**config.mk**
```make
export PLATFORM = sky130hd
export DESIGN_NAME = axi_2x1_rr_arbiter
export DESIGN_NICKNAME = d
export VERILOG_FILES = /design/src/rtl/axi_2x1_rr_arbiter.sv
export SDC_FILE = /design/constraint.sdc
export NUM_CORES = 1
export LEC_CHECK = 0
export BUFFER_PORTS_ARGS = -buffer_cell sky130_fd_sc_hd__buf_2
export CORE_MARGIN = 10
export CORE_UTILIZATION = 55
export CTS_BUF_LIST = sky130_fd_sc_hd__clkbuf_4
export DETAILED_ROUTE_END_ITERATION = 8
export HOLD_SLACK_MARGIN = 0.1
export PLACE_DENSITY = 0.77
export SYNTH_ARGS = -nofsm -noshare
export SYNTH_HDL_FRONTEND = slang
export SYNTH_SLANG_ARGS = --single-unit
```
**constraint.sdc**
```tcl
create_clock -name aclk_0 -period 2.2 [get_ports aclk_0]
set_clock_uncertainty 0.2 [all_clocks]
set_input_delay 0.66 -clock aclk_0 [delete_from_list [all_inputs] [get_ports aclk_0]]
set_output_delay 0.66 -clock aclk_0 [all_outputs]
set_load 0.02 [all_outputs]
```
**src/rtl/axi_2x1_rr_arbiter.sv**
```systemverilog
// Two-master round-robin grant arbiter for a shared AXI slave port.
// A grant is held until its read/write completion, or it is force-released after TIMEOUT cycles.
module axi_2x1_rr_arbiter #(
  parameter int unsigned TIMEOUT = 1024
) (
  input  logic        aclk_0,
  input  logic        aresetn_0,
  input  logic        S00_req,
  input  logic        S01_req,
  input  logic        M00_rvalid,
  input  logic        M00_rready,
  input  logic        M00_rlast,
  input  logic        M00_bvalid,
  input  logic        M00_bready,
  output logic [1:0]  grant,
  output logic        busy,
  output logic        timeout_err,
  output logic        err_master,
  output logic [15:0] done_cnt_a,
  output logic [15:0] done_cnt_b
);

  typedef enum logic [1:0] {
    IDLE  = 2'd0,
    GNT_A = 2'd1,
    GNT_B = 2'd2
  } state_e;

  localparam logic [15:0] HOLD_LAST = 16'(TIMEOUT - 1);
  localparam logic [15:0] CNT_MAX   = 16'hFFFF;

  // Reset asserts immediately but is released only on a clock edge.
  logic [1:0] rst_sync;
  logic       rst_n;

  always_ff @(posedge aclk_0 or negedge aresetn_0) begin
    if (!aresetn_0) rst_sync <= 2'b00;
    else            rst_sync <= {rst_sync[0], 1'b1};
  end

  assign rst_n = rst_sync[1];

  state_e      state_q, state_d;
  logic        last_b_q, last_b_d;   // 1: master B was granted most recently
  logic [15:0] hold_q, hold_d;
  logic        timeout_d;
  logic        err_master_d;
  logic [15:0] done_a_d, done_b_d;
  logic        fin;

  assign fin = (M00_rvalid & M00_rready & M00_rlast) | (M00_bvalid & M00_bready);

  always_comb begin
    // NOTE: every output of this block gets a default before the case so no path leaves one unassigned (no latches).
    state_d      = state_q;
    last_b_d     = last_b_q;
    hold_d       = hold_q;
    timeout_d    = 1'b0;
    err_master_d = err_master;
    done_a_d     = done_cnt_a;
    done_b_d     = done_cnt_b;

    unique case (state_q)
      IDLE: begin
        if (S00_req && S01_req) state_d = last_b_q ? GNT_A : GNT_B;
        else if (S00_req)       state_d = GNT_A;
        else if (S01_req)       state_d = GNT_B;

        if (state_d != IDLE) begin
          hold_d   = '0;
          last_b_d = (state_d == GNT_B);
        end
      end

      GNT_A, GNT_B: begin
        // Completion takes priority over a timeout landing in the same cycle.
        if (fin) begin
          state_d = IDLE;
          if (state_q == GNT_A) begin
            if (done_cnt_a != CNT_MAX) done_a_d = done_cnt_a + 16'd1;
          end else begin
            if (done_cnt_b != CNT_MAX) done_b_d = done_cnt_b + 16'd1;
          end
        end else if (hold_q == HOLD_LAST) begin
          state_d      = IDLE;
          timeout_d    = 1'b1;
          err_master_d = (state_q == GNT_B);
        end else begin
          hold_d = hold_q + 16'd1;
        end
      end

      default: state_d = IDLE;
    endcase
  end

  always_ff @(posedge aclk_0 or negedge rst_n) begin
    if (!rst_n) begin
      state_q     <= IDLE;
      last_b_q    <= 1'b1;
      hold_q      <= '0;
      grant       <= 2'b00;
      busy        <= 1'b0;
      timeout_err <= 1'b0;
      err_master  <= 1'b0;
      done_cnt_a  <= '0;
      done_cnt_b  <= '0;
    end else begin
      // NOTE: non-blocking assignments so every register samples pre-edge values.
      state_q     <= state_d;
      last_b_q    <= last_b_d;
      hold_q      <= hold_d;
      grant       <= {state_d == GNT_B, state_d == GNT_A};
      busy        <= (state_d != IDLE);
      timeout_err <= timeout_d;
      err_master  <= err_master_d;
      done_cnt_a  <= done_a_d;
      done_cnt_b  <= done_b_d;
    end
  end

endmodule

```
Word-level counts from Yosys, hierarchy flattened
Index checks and enable logic that the tools add are counted.
{"block": "op_classes", "n_eq_ne": 11, "bitwise_logic": 6, "n_addsub": 3, "n_reduce_logical": 11, "n_mux": 15}
{"cell": "16-bit by 1-bit adder with 16-bit output, second input constant", "n": 3}
{"cell": "16-bit 2-to-1 mux", "n": 3}
{"cell": "16-bit != test, second input constant", "n": 2}
{"cell": "16-bit one-hot mux with 2 select lines", "n": 1}
{"cell": "16-bit by 10-bit == test with 1-bit output, second input constant", "n": 1}
{"cell": "2-bit 2-to-1 mux", "n": 7}
{"cell": "4-bit AND reduction", "n": 3}
{"cell": "2-bit == test, second input constant", "n": 3}
{"cell": "2-bit != test, second input constant", "n": 3}
{"cell": "2-bit nonzero test", "n": 3}
{"cell": "2-bit by 1-bit == test with 1-bit output, second input constant", "n": 2}
{"cell": "2-bit one-hot mux with 2 select lines", "n": 1}
{"cell": "1-bit bitwise AND", "n": 3}
{"cell": "1-bit 2-to-1 mux", "n": 3}
{"cell": "3-bit AND reduction", "n": 1}
{"cell": "2-bit logical NOT", "n": 1}
{"cell": "1-bit inverter", "n": 2}
{"cell": "2-bit AND reduction", "n": 1}
{"cell": "2-bit OR reduction", "n": 1}
{"cell": "1-bit logical AND", "n": 1}
{"cell": "1-bit OR", "n": 1}
{"block": "word_totals", "inputBits": 9, "out_inout_bits": 37, "elab_cells": 56, "regBits": 58}

Longest topological paths before layout
{"block": "depth", "ltp_word": 7, "depth_mapped": 8, "ltp_nobuf": 7}

Worst setup path before layout
Ideal clock, no wire load.
{"block": "synth_path", "path_type": "reg2reg", "startpoint": "register state_q[0]", "endpoint": "register done_cnt_b[1]", "arrival_ns": 2.018, "period_less_slack_ns": 2.343, "slack_ns": -0.143, "required_time_ns": 1.875, "stages_incl_launch_ff": 7, "cell_sequence": "dfrtp_1 inv_1 ha_1 buf_2 nand2_1 a311oi_1 mux2_2"}
{"block": "synth_between", "elab_chain_cells": 3, "elab_cells_between_ends": 5, "classes_between": "eq/ne (2); bitwise (1); reduce/logical (2)"}
{"element": "start, declared", "line": "43", "source": "state_e state_q, state_d;"}
{"element": "start signal, assigned", "line": "110", "source": "state_q <= state_d;"}
{"element": "2-bit by 1-bit == test with 1-bit output / 2-bit == test (equally long branches)", "line": "63, 79"}
{"element": "2-bit OR reduction / 1-bit inverter (equally long branches)"}
{"element": "4-bit AND reduction (no line) (*)"}
{"element": "end signal, assigned", "line": "118", "source": "done_cnt_b <= done_b_d;"}
{"element": "end, declared", "line": "20", "source": "output logic [15:0] done_cnt_b"}
Every way passes the cells marked *; elsewhere a longest branch is shown, timed or not.
A chain may end at the register's enable or synchronous reset.

Worst setup path after layout
{"block": "layout_path", "startpoint": "register hold_q[13]", "endpoint": "register busy"}
{"block": "layout_between", "elab_chain_cells": 5}
{"element": "start, declared", "line": "45", "source": "logic [15:0] hold_q, hold_d;"}
{"element": "start signal, assigned", "line": "112", "source": "hold_q <= hold_d;"}
{"element": "16-bit by 10-bit == test with 1-bit output", "line": "84", "source": "end else if (hold_q == HOLD_LAST) begin"}
{"element": "2-bit 2-to-1 mux", "line": "84"}
{"element": "2-bit 2-to-1 mux", "line": "77", "source": "if (fin) begin"}
{"element": "2-bit one-hot mux with 2 select lines", "line": "63", "source": "unique case (state_q)"}
{"element": "2-bit nonzero test", "line": "114", "source": "busy <= (state_d != IDLE);"}
{"element": "end signal, assigned", "line": "114"}
{"element": "end, declared", "line": "16", "source": "output logic busy,"}
Every way passes these cells.

==> flow_metrics.py <==
metrics = {
    "run_status": {
        "status": "finished with violations",
        "violations": "negative setup slack",
    },
    "synth": {
        "synthTopCellsByArea": "dfrtp_1 50%, xnor2_1 7.1%, nand4_1 3.5%, nand3_1 3.4%, nand2_1 3.3%",
        "yosysWarningCount": 0,
        "synth_edf_count": 0,
        "synth_area_um2": 2830,
        "synthArstFlopShare_pct": 100,
        "yosysTopAreaCellShare_pct": 50.4,
        "synthCells": 277,
        "synth_flop_cell": "dfrtp_1",
        "ys_types": 45,
        "synthTopCellsByCount": "57 x dfrtp_1, 25 x nand2_1, 24 x nor2_1",
        "ys_seq_area_share_pct": 51.3,
        "synth_seq_cells": 58,
        "avgSynthCellArea_um2": 10.2,
        "post-synth-top-count-cell": "dfrtp_1",
        "yosys.area.top_type": "dfrtp_1",
        "syn-num-nets": 293,
    },
    "sta": {
        "slew_headroom_pct": 58.3,
        "min_period_ns": 2.26,
        "fin_crit_sh_pct": 103,
        "setup_ws_ns": -0.0586,
        "hold_viol_final": 0,
        "holdWs_ns": 0.165,
        "fin_tns_setup_ns": -0.144,
        "clock.fmax_ghz": 0.443,
        "rsz0062_at_grt": "yes",
        "setup-violations-final": 4,
        "slew_violations": 0,
        "worstMarginPinSlew_ns": 0.624,
    },
    "setup_path": {
        "rr_endpoint": "busy",
        "crit_chain": "or4_4 > nor4_4 > buf_4 > nor3_4 > a21boi_2 > buf_4 > a21oi_2",
        "endpoint": "busy",
        "worst-path-buf-inv": 2,
        "cp-end-kind": "flip-flop",
        "cpMostUsedCell": "buf_4",
        "arrival_ns": 2.32,
        "crit_type": "flip-flop to flip-flop",
        "critPathSlowestCell": "or4_4",
        "r2r-start": "hold_q[13]",
        "rrSetupSlack_ns": -0.06,
        "path_max_fanout": 4,
        "path_depth": 7,
        "cp-startpoint": "hold_q[13]",
        "crit_required_ns": 2.27,
        "crit_family": "simple AND/OR/NAND/NOR gates",
        "max_stage_delay_ns": 0.55,
        "r2r_cells": 7,
        "start_kind": "flip-flop",
    },
    "global_route": {
        "grt_pass1_vias": 2403,
        "grt_use_total_pct": 15.9,
        "antenna_found_initial": 0,
        "grt_max_degree": 42,
        "grt_pass1_wl_mm": 11.1,
        "overflow": 0,
    },
    "die": {
        "start_util_pct": 56.1,
        "core.rowCount": 26,
        "io_pins": 46,
        "die_x_um": 91.7,
        "die_y_um": 91.7,
        "die-area_um2": 8410,
        "coreArea_um2": 5040,
    },
    "clocking": {
        "clkLatencyLatePin_ns": 0.39,
        "numCtsBuffers": 9,
        "ctsLongestPathBuffers": 2,
        "htreeDepth": 3,
        "cts_tree": "built",
        "clk_pin_slew_ns": 0.09,
        "root_buffer": "clkbuf_4",
        "cts_sinks": 58,
    },
    "detailed_routing": {
        "drtPass1Iterations": 5,
        "num_vias": 2467,
        "route.antenna.remaining_nets": 0,
        "wire_per_inst_um": 15.1,
        "route.detailed.drc": 0,
        "drt_wl_total_mm": 6.71,
        "drt-initial-drc-count": 116,
        "vias_per_cell": 5.56,
    },
    "layout": {
        "final_core_util_pct": 74.7,
        "fillCellCount": 370,
        "drive_gt1_share_pct": 36.6,
        "final_nets": 385,
        "synthToLayoutAreaGrowth_pct": 33.1,
        "n_antenna_cell": 0,
    },
    "placed_design": {
        "gp_congestion": 0.902,
        "dp_hpwl_mm": 4.67,
        "io_buffers": 45,
    },
    "pwr": {
        "p_per_area_nw_per_um2": 1000,
        "total_power_mw": 3.77,
        "ir_drop_mv": 0.820,
        "p_leak_nw": 1.75,
    },
    "flow_run": {
        "max-cap-violations": 0,
    },
    "worst_hold_path": {
        "hp-class": "flip-flop to flip-flop",
    },
}
==> what timing repair did <==
item                                    in CTS  in global routing
buffers inserted                             1                  3
endpoints found under the setup margin       2                 25
gates resized for setup                      1                 38
hold endpoints to repair                    16                  0
hold buffers                                 3                  0
gates cloned                                 0                  1
pin swaps                                    1                 18
==> sequential cells by signal, indices dropped and copies added, names as in the netlist <==
register,cells
rst_sync,2
state_q,2
timeout_err,1
hold_q,16
done_cnt_b,16
err_master,1
grant,2
last_b_q,1
busy,1
done_cnt_a,16
==> where the power goes <==
part | leakage, nW | switching, mW | internal (mW)
clock | 0.0869 | 0.387 | 0.450
combinational | 0.877 | 0.890 | 0.704
sequential | 0.782 | 0.135 | 1.20
total | 1.75 | 1.41 | 2.36
==> cell type report <==
cell class,count,area [um2],share of cell area (%)
Clock buffer,9,67.6,1.79
Tap cell,70,87.6,2.33
Timing Repair Buffer,86,572,15.2
Clock inverter,7,83.8,2.23
Inverter,7,26.3,0.698
Multi-Input combinational cell,207,1470,39.1
Sequential cell,58,1450,38.6
==> kinds of logic (layout without fill, tap and decap cells) <==
group,after synthesis,after routing,share of synthesized area (%)
XOR/XNOR,29,29,8.98
other,1,1,0.133
AO/OA/AOI/OAI,50,50,11.5
multiplexers,5,5,1.95
AND/OR/NAND/NOR,115,115,21.1
flip-flops,58,58,51.3
buffers and inverters,12,109,1.86
adder cells (fa/ha/maj),7,7,3.10
==> worst reg2reg max path, delay by kind of cell, from the launching register on <==
family / cells / cell delay [ns]
compound gates: 2 / 0.26
buf+inv: 2 / 0.35
flops: 1 / 0.39
simple gates: 3 / 0.94
==> how the worst min path moves through the flow <==
stage | slack [ns] | cells past startpoint | to | from
detailed placement | -0.007 | 0 | grant[0] | rst_sync[1]
CTS | 0.17 | 0 | rst_sync[1] | rst_sync[0]
finish | 0.16 | 0 | rst_sync[1] | rst_sync[0]
global route | 0.19 | 0 | rst_sync[1] | rst_sync[0]
global placement | -0.009 | 0 | grant[0] | rst_sync[1]
floorplan | 0.13 | 0 | rst_sync[1] | rst_sync[0]
==> per-stage QoR <==
| step | instance area, um2 | setup WS [ns] | instances |
|---|---|---|---|
| after floorplan | 2840 | -0.00430 | 277 |
| after global placement | 3390 | -0.102 | 420 |
| after detailed placement | 3390 | -0.147 | 420 |
| after CTS | 3580 | 0.0258 | 440 |
| after global routing | 3760 | -0.153 | 444 |
| final | 3760 | -0.0586 | 444 |
==> per-layer routing <==
layer / vias to the layer above / global-route usage (%) / routed length, um
met2: 73 / 25.8 / 3200
li1: 1185 / - / -
met1: 1193 / 19.0 / 2970
met3: 16 / 4.56 / 435
met4: 0 / 7.46 / 113
met5: - / 0 / 0
==> layout by cell type (no fill, tap or decap), drive strengths merged, types with 2 or more instances in the layout <==
cell type / count
buf: 83
dfrtp: 57
nand2: 25
nor2: 24
xnor2: 23
nand3: 19
nand4: 16
o21ai: 15
a21oi: 13
clkbuf: 9
inv: 7
ha: 7
a31oi: 7
and2: 6
xor2: 6
and3: 6
nor3: 6
clkinv: 5
mux2: 4
or3: 3
dlygate4sd3: 3
nor4: 3
o31ai: 3
nor3b: 2
a22o: 2
bufinv: 2
a211o: 2
Note: power is estimated with default switching activity, not from simulation.
